--- config.mk ---
export PLATFORM = sky130hd
export DESIGN_NAME = rsa_modexp_flat
export DESIGN_NICKNAME = d
export VERILOG_FILES = /design/src/rtl/rsa_modexp_if.sv /design/src/rtl/rsa_modexp.sv /design/src/flat_wrapper.sv
export SDC_FILE = /design/constraint.sdc
export NUM_CORES = 1
export LEC_CHECK = 0
export ABC_CLOCK_PERIOD_IN_PS = 7740
export BUFFER_PORTS_ARGS = -buffer_cell sky130_fd_sc_hd__buf_4
export CAP_MARGIN = 20
export CORE_MARGIN = 5
export CORE_UTILIZATION = 29
export DETAILED_ROUTE_END_ITERATION = 12
export PLACE_DENSITY = 0.45
export SYNTH_ARGS = -nofsm -noshare
export SYNTH_HDL_FRONTEND = slang
export SYNTH_SLANG_ARGS = --single-unit
export TNS_END_PERCENT = 10
--- constraint.sdc ---
create_clock -name clk -period 7.74 [get_ports clk]
set_input_delay 1.548 -clock clk [delete_from_list [all_inputs] [get_ports clk]]
set_output_delay 1.548 -clock clk [all_outputs]
set_load 0.02 [all_outputs]
--- src/rtl/rsa_modexp_if.sv ---
// rsa_modexp_if -- handshake and operand bus of the modular exponentiation engine.
//
// Signals:
//   en          clock enable; while low the engine freezes completely
//   start       request a new operation (honoured only when the engine is idle)
//   M_i/E_i/N_i base, exponent and modulus, sampled on the accepted start edge
//   R_o         result, held until the next completion
//   eoc         one-enabled-cycle completion pulse, R_o valid with it
//   busy        operation in flight (start edge through the eoc cycle)
//   err         operand-range error flag, valid with eoc
//
// Modports: master drives the request side (test bench or upstream
// controller); slave is the engine itself.
interface rsa_modexp_if;
    logic       en;
    logic       start;
    logic [9:0] M_i;
    logic [9:0] E_i;
    logic [9:0] N_i;
    logic [9:0] R_o;
    logic       eoc;
    logic       busy;
    logic       err;

    modport master (
        output en, start, M_i, E_i, N_i,
        input  R_o, eoc, busy, err
    );

    modport slave (
        input  en, start, M_i, E_i, N_i,
        output R_o, eoc, busy, err
    );
endinterface

--- src/rtl/rsa_modexp.sv ---
// rsa_modexp -- iterative 10-bit modular exponentiation R = M^E mod N.
//
// LSB-first square-and-multiply. Each exponent bit costs one 10-step
// interleaved modular multiply (R*B) followed by one 10-step square (B*B),
// so latency is a fixed 200 enabled cycles from the start edge to eoc,
// whatever the operand values. The multiply result is discarded when the
// exponent bit is 0, which keeps the timing data-independent.
//
// Ports:
//   clk   rising-edge clock
//   rst   synchronous active-high reset (wins over start)
//   bus   rsa_modexp_if.slave: en, start, M_i, E_i, N_i in; R_o, eoc, busy, err out
//
// Optional feature macro: RSA_MODEXP_RANGE_CHECK_EN
//   defined   : N<2 or M>=N at the start edge skips the computation, gives
//               R_o=0 and err=1 with eoc one cycle later; err holds until the
//               next start or reset.
//   undefined : err is tied to 0 and operands are not checked.
module rsa_modexp (
    input  logic         clk,
    input  logic         rst,
    rsa_modexp_if.slave  bus
);
    typedef enum logic [1:0] {IDLE, MUL, SQR, DONE} state_t;

    state_t     state_q, state_d;
    logic [9:0] e_q, e_d;          // latched exponent
    logic [9:0] n_q, n_d;          // latched modulus
    logic [9:0] b_q, b_d;          // running base (M^(2^i))
    logic [9:0] r_q, r_d;          // running result
    logic [9:0] p_q, p_d;          // multiplier partial product, kept below N
    logic [9:0] r_out_q, r_out_d;  // visible result register
    logic [3:0] i_q, i_d;          // exponent bit index
    logic [3:0] j_q, j_d;          // multiplier step, MSB first
    logic       eoc_q, eoc_d;
    logic       busy_q, busy_d;
`ifdef RSA_MODEXP_RANGE_CHECK_EN
    logic       err_q, err_d;
    logic       range_bad;
    assign range_bad = (bus.N_i < 10'd2) || (bus.M_i >= bus.N_i);
`endif

    // One interleaved-multiplier step. The multiplicand bit comes from R in
    // MUL and from B in SQR; B is the other operand in both cases.
    // 2P+B < 3N <= 3069 fits in 12 bits, and two conditional subtracts
    // bring it back below N in a single cycle.
    logic        a_bit;
    logic [11:0] n_ext, acc_dbl, acc_s1, acc_s2;
    logic [9:0]  step;

    assign a_bit   = (state_q == MUL) ? r_q[j_q] : b_q[j_q];
    assign n_ext   = {2'b00, n_q};
    assign acc_dbl = {1'b0, p_q, 1'b0} + (a_bit ? {2'b00, b_q} : 12'd0);
    assign acc_s1  = (acc_dbl >= n_ext) ? (acc_dbl - n_ext) : acc_dbl;
    assign acc_s2  = (acc_s1 >= n_ext) ? (acc_s1 - n_ext) : acc_s1;
    // Upper bits are zero for in-range operands; truncation only matters for
    // out-of-range inputs whose result is unspecified anyway.
    assign step    = 10'(acc_s2);

    always_comb begin
        state_d = state_q;
        e_d     = e_q;
        n_d     = n_q;
        b_d     = b_q;
        r_d     = r_q;
        p_d     = p_q;
        r_out_d = r_out_q;
        i_d     = i_q;
        j_d     = j_q;
        eoc_d   = eoc_q;
        busy_d  = busy_q;
`ifdef RSA_MODEXP_RANGE_CHECK_EN
        err_d   = err_q;
`endif
        case (state_q)
            IDLE: begin
                if (bus.start) begin
                    e_d     = bus.E_i;
                    n_d     = bus.N_i;
                    b_d     = bus.M_i;
                    r_d     = 10'd1;
                    p_d     = 10'd0;
                    i_d     = 4'd0;
                    j_d     = 4'd9;
                    busy_d  = 1'b1;
                    state_d = MUL;
`ifdef RSA_MODEXP_RANGE_CHECK_EN
                    err_d   = range_bad;
                    if (range_bad) begin
                        // Result forced to 0; DONE publishes it one cycle later.
                        r_d     = 10'd0;
                        state_d = DONE;
                    end
`endif
                end
            end
            MUL: begin
                p_d = step;
                j_d = j_q - 4'd1;
                if (j_q == 4'd0) begin
                    if (e_q[i_q]) begin
                        r_d = step;
                    end
                    p_d     = 10'd0;
                    j_d     = 4'd9;
                    state_d = SQR;
                end
            end
            SQR: begin
                p_d = step;
                j_d = j_q - 4'd1;
                if (j_q == 4'd0) begin
                    b_d = step;
                    p_d = 10'd0;
                    j_d = 4'd9;
                    if (i_q == 4'd9) begin
                        // Final square never changes R, so publish it now.
                        r_out_d = r_q;
                        eoc_d   = 1'b1;
                        state_d = DONE;
                    end else begin
                        i_d     = i_q + 4'd1;
                        state_d = MUL;
                    end
                end
            end
            DONE: begin
                if (!eoc_q) begin
                    // Entered straight from IDLE (rejected operands).
                    r_out_d = r_q;
                    eoc_d   = 1'b1;
                end else begin
                    eoc_d   = 1'b0;
                    busy_d  = 1'b0;
                    state_d = IDLE;
                end
            end
            default: state_d = IDLE;
        endcase
    end

    always_ff @(posedge clk) begin
        if (rst) begin
            state_q <= IDLE;
            e_q     <= '0;
            n_q     <= '0;
            b_q     <= '0;
            r_q     <= '0;
            p_q     <= '0;
            r_out_q <= '0;
            i_q     <= '0;
            j_q     <= '0;
            eoc_q   <= 1'b0;
            busy_q  <= 1'b0;
`ifdef RSA_MODEXP_RANGE_CHECK_EN
            err_q   <= 1'b0;
`endif
        end else if (bus.en) begin
            state_q <= state_d;
            e_q     <= e_d;
            n_q     <= n_d;
            b_q     <= b_d;
            r_q     <= r_d;
            p_q     <= p_d;
            r_out_q <= r_out_d;
            i_q     <= i_d;
            j_q     <= j_d;
            eoc_q   <= eoc_d;
            busy_q  <= busy_d;
`ifdef RSA_MODEXP_RANGE_CHECK_EN
            err_q   <= err_d;
`endif
        end
    end

    assign bus.R_o  = r_out_q;
    assign bus.eoc  = eoc_q;
    assign bus.busy = busy_q;
`ifdef RSA_MODEXP_RANGE_CHECK_EN
    assign bus.err  = err_q;
`else
    assign bus.err  = 1'b0;
`endif
endmodule

--- src/flat_wrapper.sv ---
// flat-port wrapper written by rule: the top's interface ports become plain ports
module rsa_modexp_flat 
  (clk, rst, bus_en, bus_start, bus_M_i, bus_E_i, bus_N_i, bus_R_o, bus_eoc, bus_busy, bus_err);
  rsa_modexp_if bus_i ();
  input  logic clk;
  input  logic rst;
  input wire logic [$bits(bus_i.en)-1:0] bus_en;
  input wire logic [$bits(bus_i.start)-1:0] bus_start;
  input wire logic [$bits(bus_i.M_i)-1:0] bus_M_i;
  input wire logic [$bits(bus_i.E_i)-1:0] bus_E_i;
  input wire logic [$bits(bus_i.N_i)-1:0] bus_N_i;
  output wire logic [$bits(bus_i.R_o)-1:0] bus_R_o;
  output wire logic [$bits(bus_i.eoc)-1:0] bus_eoc;
  output wire logic [$bits(bus_i.busy)-1:0] bus_busy;
  output wire logic [$bits(bus_i.err)-1:0] bus_err;
  assign bus_i.en = bus_en;
  assign bus_i.start = bus_start;
  assign bus_i.M_i = bus_M_i;
  assign bus_i.E_i = bus_E_i;
  assign bus_i.N_i = bus_N_i;
  assign bus_R_o = bus_i.R_o;
  assign bus_eoc = bus_i.eoc;
  assign bus_busy = bus_i.busy;
  assign bus_err = bus_i.err;
  rsa_modexp u_core (.clk(clk), .rst(rst), .bus(bus_i));
endmodule
; After elaboration in Yosys (flattened, before gate mapping)
; Cells that the tools add are included.
[totals]
reg_bits = 72
inputBits = 34
out_inout_bits = 13
word_cells = 93
[classes]
n_addsub = 5
n_lt_le_gt_ge = 4
eq_ne = 12
n_mux = 44
reduce_logical = 17
[op_table]
columns = operator, count
row1 = two-way mux 10 bit, 12
row2 = case mux 10 bit (2 select lines), 4
row3 = >= comparator 12 x 10 -> 1 bit, 2
row4 = two-way mux 4 bit, 5
row5 = AND reduction 5 bit, 4
row6 = case mux 4 bit (2 select lines), 2
row7 = adder 11 x 12 -> 12 bit, 1
row8 = binary-select mux 1 bit (select 4 bit), 3
row9 = two-way mux 12 bit, 1
row10 = AND reduction 4 bit, 3
row11 = subtractor 12 x 10 -> 12 bit, 1
row12 = "less-than comparator 4 x 5 -> 1 bit, second input constant", 2
row13 = two-way mux 2 bit, 5
row14 = "!= test 2 bit, second input constant", 5
row15 = nonzero test 2 bit, 5
row16 = subtractor 10 bit, 1
row17 = two-way mux 1 bit, 9
row18 = case mux 2 bit (4 select lines), 1
row19 = "!= test 2 x 1 -> 1 bit, second input constant", 3
row20 = AND reduction 3 bit, 2
row21 = "adder 4 x 1 -> 4 bit, second input constant", 1
row22 = "equality test 2 bit, second input constant", 2
row23 = "equality test 4 bit, second input constant", 1
row24 = logical NOT 4 bit, 1
row25 = other kinds (5), 6

; Depth between registers and ports, before layout
[depth]
depth_word = 12
ltp_mapped = 33
mapped_depth_nobuf = 31

; Worst setup path before layout
; No wires, ideal clock.
[synth_timing]
path_type = reg2reg
start = reg u_core.j_q[0]
end = reg u_core.r_q[0]
setup_time_ps = 120
arrival_ps = 6318
required_ps = 7620
slack_ps = 1303
path_stages_with_launch = 33
n_path_buf = 3
synth_period_minus_slack_ps = 6437
path_cell_list = dfxtp_1 buf_2 mux4_2 nand3b_1 nand3_1 a21oi_1 nor2_1 and2_1 ha_1 inv_1 fa_1 nor2b_1 o31a_1 o21a_1 nor2_1 xnor2_1 ha_1 a21oi_1 o21ai_0 o311a_1 nor3b_2 buf_6 mux2_2 ha_1 nor2_1 a21o_1 a21oi_1 o41ai_2 nor4b_1 a211oi_2 buf_6 mux2i_1 o31a_1
[synth_via]
elab_chain_cells = 12
word_cells_on_any_way = 19
classes_between = add/sub (3) / order compare (2) / eq/ne (1) / mux (11) / reduce/logical (2)
[synth_rtl]
columns = item, line_no
row1 = from (decl), rsa_modexp.sv:34  ; logic [3:0] j_q, j_d;
row2 = from (signal assigned), rsa_modexp.sv:167  ; j_q <= j_d;
row3 = binary-select mux 1 bit (select 4 bit), rsa_modexp.sv:51  ; assign a_bit = (state_q == MUL) ? r_q[j_q] : b_q[j_q];
row4 = two-way mux 1 bit (implied by the code), rsa_modexp.sv:51
row5 = two-way mux 1 bit, rsa_modexp.sv:51
row6 = two-way mux 10 bit, rsa_modexp.sv:53  ; assign acc_dbl = {1'b0, p_q, 1'b0} + (a_bit ? {2'b00, b_q} : 12'd0);
row7 = adder 11 x 12 -> 12 bit, rsa_modexp.sv:53
row8 = subtractor 12 x 10 -> 12 bit or >= comparator 12 x 10 -> 1 bit (tied branches), rsa_modexp.sv:54  ; assign acc_s1 = (acc_dbl >= n_ext) ? (acc_dbl - n_ext) : acc_dbl;
row9 = two-way mux 12 bit, rsa_modexp.sv:54
row10 = subtractor 10 bit or >= comparator 12 x 10 -> 1 bit (tied branches), rsa_modexp.sv:55  ; assign acc_s2 = (acc_s1 >= n_ext) ? (acc_s1 - n_ext) : acc_s1;
row11 = two-way mux 10 bit, rsa_modexp.sv:55
row12 = two-way mux 10 bit, rsa_modexp.sv:101  ; if (e_q[i_q]) begin
row13 = two-way mux 10 bit, rsa_modexp.sv:100  ; if (j_q == 4'd0) begin
row14 = case mux 10 bit (2 select lines), rsa_modexp.sv:75  ; case (state_q)
row15 = to (signal assigned), rsa_modexp.sv:163  ; r_q <= r_d;
row16 = to (decl), rsa_modexp.sv:30  ; logic [9:0] r_q, r_d;
; Parallel ways exist; a longest one is shown, timed or not. The select of a mux whose other input is x is not followed.
; A chain may end at the register's enable or synchronous reset.

; Worst setup path in the final report
[layout_timing]
start = reg u_core.j_q[0]
end = reg u_core.b_q[2]
[layout_via]
elab_chain_cells = 11
word_cells_on_any_way = 18
classes_between = add/sub (3) / order compare (2) / eq/ne (1) / mux (10) / reduce/logical (2)
[layout_rtl]
columns = item, line_no
row1 = binary-select mux 1 bit (select 4 bit), rsa_modexp.sv:51
row2 = two-way mux 1 bit (implied by the code), rsa_modexp.sv:51
row3 = two-way mux 1 bit, rsa_modexp.sv:51
row4 = two-way mux 10 bit, rsa_modexp.sv:53
row5 = adder 11 x 12 -> 12 bit, rsa_modexp.sv:53
row6 = subtractor 12 x 10 -> 12 bit or >= comparator 12 x 10 -> 1 bit (tied branches), rsa_modexp.sv:54
row7 = two-way mux 12 bit, rsa_modexp.sv:54
row8 = subtractor 10 bit or >= comparator 12 x 10 -> 1 bit (tied branches), rsa_modexp.sv:55
row9 = two-way mux 10 bit, rsa_modexp.sv:55
row10 = two-way mux 10 bit, rsa_modexp.sv:112  ; if (j_q == 4'd0) begin
row11 = case mux 10 bit (2 select lines), rsa_modexp.sv:75
row12 = to (signal assigned), rsa_modexp.sv:147  ; b_q <= '0;
row13 = to (signal assigned), rsa_modexp.sv:162  ; b_q <= b_d;
row14 = to (decl), rsa_modexp.sv:29  ; logic [9:0] b_q, b_d;
; Parallel ways exist; a longest one is shown, timed or not. The select of a mux whose other input is x is not followed.

==> results.cfg <==
[power]
total_power_mw = 1.987
p_leak_nw = 2.363
vdd_ir_drop_max_v = 0.0001705
p_per_area_nw_per_um2 = 349.0

[critical_path]
arrival_ns = 7.39
start_kind = flop
crit_path_frequent_cell = ha_1
r2r_cells = 33
cp-end-kind = flop
r2r_end = u_core.b_q[2]
slowest_delay_ns = 0.51
crit_type = flop to flop
critical_path_depth = 33
cp_max_fo = 10
crit_slowest_cell = mux4_2
reg2reg_setup_slack_ns = 0.54
setup.worst_path.end = u_core.b_q[2]
path_buf_inv = 4
reg2reg_from = u_core.j_q[0]
cp_top_family = compound AO/OA/AOI/OAI gates
critPathLaunch = u_core.j_q[0]
required_ns = 7.92

[floorplan]
die_h_um = 138.5
start_util = 0.2917
fp.dieW_um = 138.5
coreArea_um2 = 16410
num_io_pins = 47
dieArea_um2 = 19170
rows = 47

[drt]
viasPerCell = 4.957
drt_iter0_drc = 261
via_count = 4129
drc = 0
wl_per_cell_um = 15.41
drt_first_pass_iters = 4
finalWirelength_mm = 12.84
drtAntennaViolNets = 0

[clock_tree]
cts_root_buf = clkbuf_16
numCtsBuffers = 9
clk_latency_ns = 0.34
cts.sinks = 72
tritoncts = done
clock_path_buffers = 2
clkTransAtPathRegs_ns = 0.06
cts_max_level = 3

[yosys]
yosysWarnings = 0
synth_fa_ha_area_frac = 0.1067
synth_compound_area_frac = 0.1976
synthMuxAreaShare = 0.1093
syn_inst = 571
synthesis.area_um2 = 4786
yosys.area_share.simple = 0.1937
ys_dominant_reg_cell = dfxtp_1
ys_seq_elements = 72
async_reset_ff_frac = 0
synth_top_family_by_area = compound AO/OA/AOI/OAI gates
synthXorXnorAreaFrac = 0.04209
ys_seq_area_frac = 0.3012
synth_edf_count = 0
yosysUniqueCellTypes = 70
syn_avg_cell_area_um2 = 8.382
syn_nets = 644

[place]
gp_congestion = 0.8034
port_buffers = 45
dp_hpwl_mm = 10.01
placed_cells = 816

[global_route]
grt_max_degree = 61
antenna_found_initial = 0
grt_pass1_vias = 4109
grt_overflow = 0
grt_pass1_wl_mm = 20.98
grtUsageTotal = 0.1334

[final_layout]
multiInputGateArea_um2 = 3172
layout_commonest_cell = nand2_1
area_delta_synth_final_pct = 18.93
nFillCells = 1715
regArea_um2 = 1445
antenna_cells = 0
layout.cells.non_filler = 833
final_cell_mix = nand2_1 (74), dfxtp_1 (71), a21oi_1 (50), buf_4 (48), nor2_1 (46)
nets = 681
drive_gt1_frac = 0.1843

[sta]
whs_ns = 0.4547
tightest_slew_ns = 1.048
fin_crit_ns = 7.205
slew_violations = 0
max_freq_mhz = 138.8
fin_setup_tns_ns = 0
relSlewSlack = 0.2984
setup_viol = 0
finalHoldViolCount = 0
finClkSkew_ns = 0.01032
rsz0062_at_grt = true
final.period_utilization = 0.9308

[job]
cap_viol_max_count = 0

[worst_hold_path]
hold_path.class = flop to flop

[outcome]
status = completed
-- per-layer routing --
| metal | part of all wire | vias up | track usage |
|---|---|---|---|
| met4 | 0.012 | 0 | 0.03796 |
| met3 | 0.028 | 10 | 0.02521 |
| met5 | 0 | - | 0 |
| met1 | 0.49 | 1975 | 0.1805 |
| met2 | 0.47 | 49 | 0.2174 |
| li1 | - | 2095 | - |
-- cells by family after synthesis --
kind of cell               after synthesis
AOI/OAI and AO/OA                      146
xor gates and xnor gates                23
adders and majority gates               39
buffers and inverters                   53
DFF                                     72
muxes                                   43
other                                    1
and+or+nand+nor                        194
-- flip-flops by register name, indices dropped and copies added, names as in the netlist --
name and flops:
u_core.bus.busy 1, u_core.bus.R_o 10, u_core.p_q 10, u_core.e_q 10, u_core.r_q 10, u_core.i_q 4, u_core.n_q 10, u_core.b_q 10
u_core.state_q 2, u_core.j_q 4, u_core.bus.eoc 1
-- synth_stat cells, drive strengths merged, types with 10 or more instances --
cell type | number | area (µm²)
nand2 | 74 | 277.8
o22ai | 10 | 62.56
o21ai | 34 | 181.4
inv | 30 | 112.6
and2 | 11 | 72.57
dfxtp | 72 | 1441
a21oi | 53 | 272.8
mux2i | 26 | 260.3
clkbuf | 16 | 70.06
mux2 | 11 | 127.6
xnor2 | 16 | 140.1
ha | 36 | 450.4
a22oi | 10 | 75.07
nor2 | 47 | 176.4
-- area by class of cell --
class	count	share of cell area
Clock buffer	11	0.04441
Timing Repair Buffer	49	0.06529
Multi-Input combinational cell	446	0.5573
Clock inverter	5	0.01099
Inverter	30	0.01978
Tap cell	220	0.04836
Sequential cell	72	0.2539
-- power breakdown --
part | internal, mW | total (mW) | switching [mW]
clock network | 0.269 | 0.438 | 0.169
registers | 0.392 | 0.413 | 0.0209
logic | 0.515 | 1.14 | 0.621
-- worst register-to-register path, delay by kind of cell (launching register included) --
kind	cells	cell delay, ns
AO/OA/AOI/OAI	11	2.24
buffers and inverters	4	0.67
AND/OR/NAND/NOR	9	1.15
adder cells (fa/ha/maj)	5	1.41
XOR/XNOR	1	0.18
flip-flops	1	0.42
multiplexers	3	0.98
-- per-stage QoR --
step	utilization	setup slack [ns]	instance area (µm²)
finish	0.3469	0.5354	5692
global route	0.3469	-0.04438	5692
CTS	0.3423	0.1840	5617
detailed placement	0.3231	0.2330	5301
global placement	0.3231	0.4208	5301
floorplan	-	1.303	4786
-- worst min-delay path by stage --
| stage | start | to | cells after the start |
|---|---|---|---|
| after CTS | u_core.e_q[4] | u_core.e_q[4] | 2 |
| after floorplan | u_core.p_q[2] | u_core.p_q[2] | 2 |
| after detailed placement | u_core.e_q[4] | u_core.e_q[4] | 2 |
| final | u_core.e_q[3] | u_core.e_q[3] | 2 |
| after global routing | u_core.n_q[2] | u_core.n_q[2] | 2 |
| after global placement | u_core.p_q[4] | u_core.p_q[4] | 2 |
-- what timing repair did --
item                                    in CTS  in global routing
buffers inserted                             0                  1
endpoints found under the setup margin       0                 30
hold buffers                                 0                  0
resized for setup                            0                 15
Note: power is estimated with default switching activity, not from simulation.
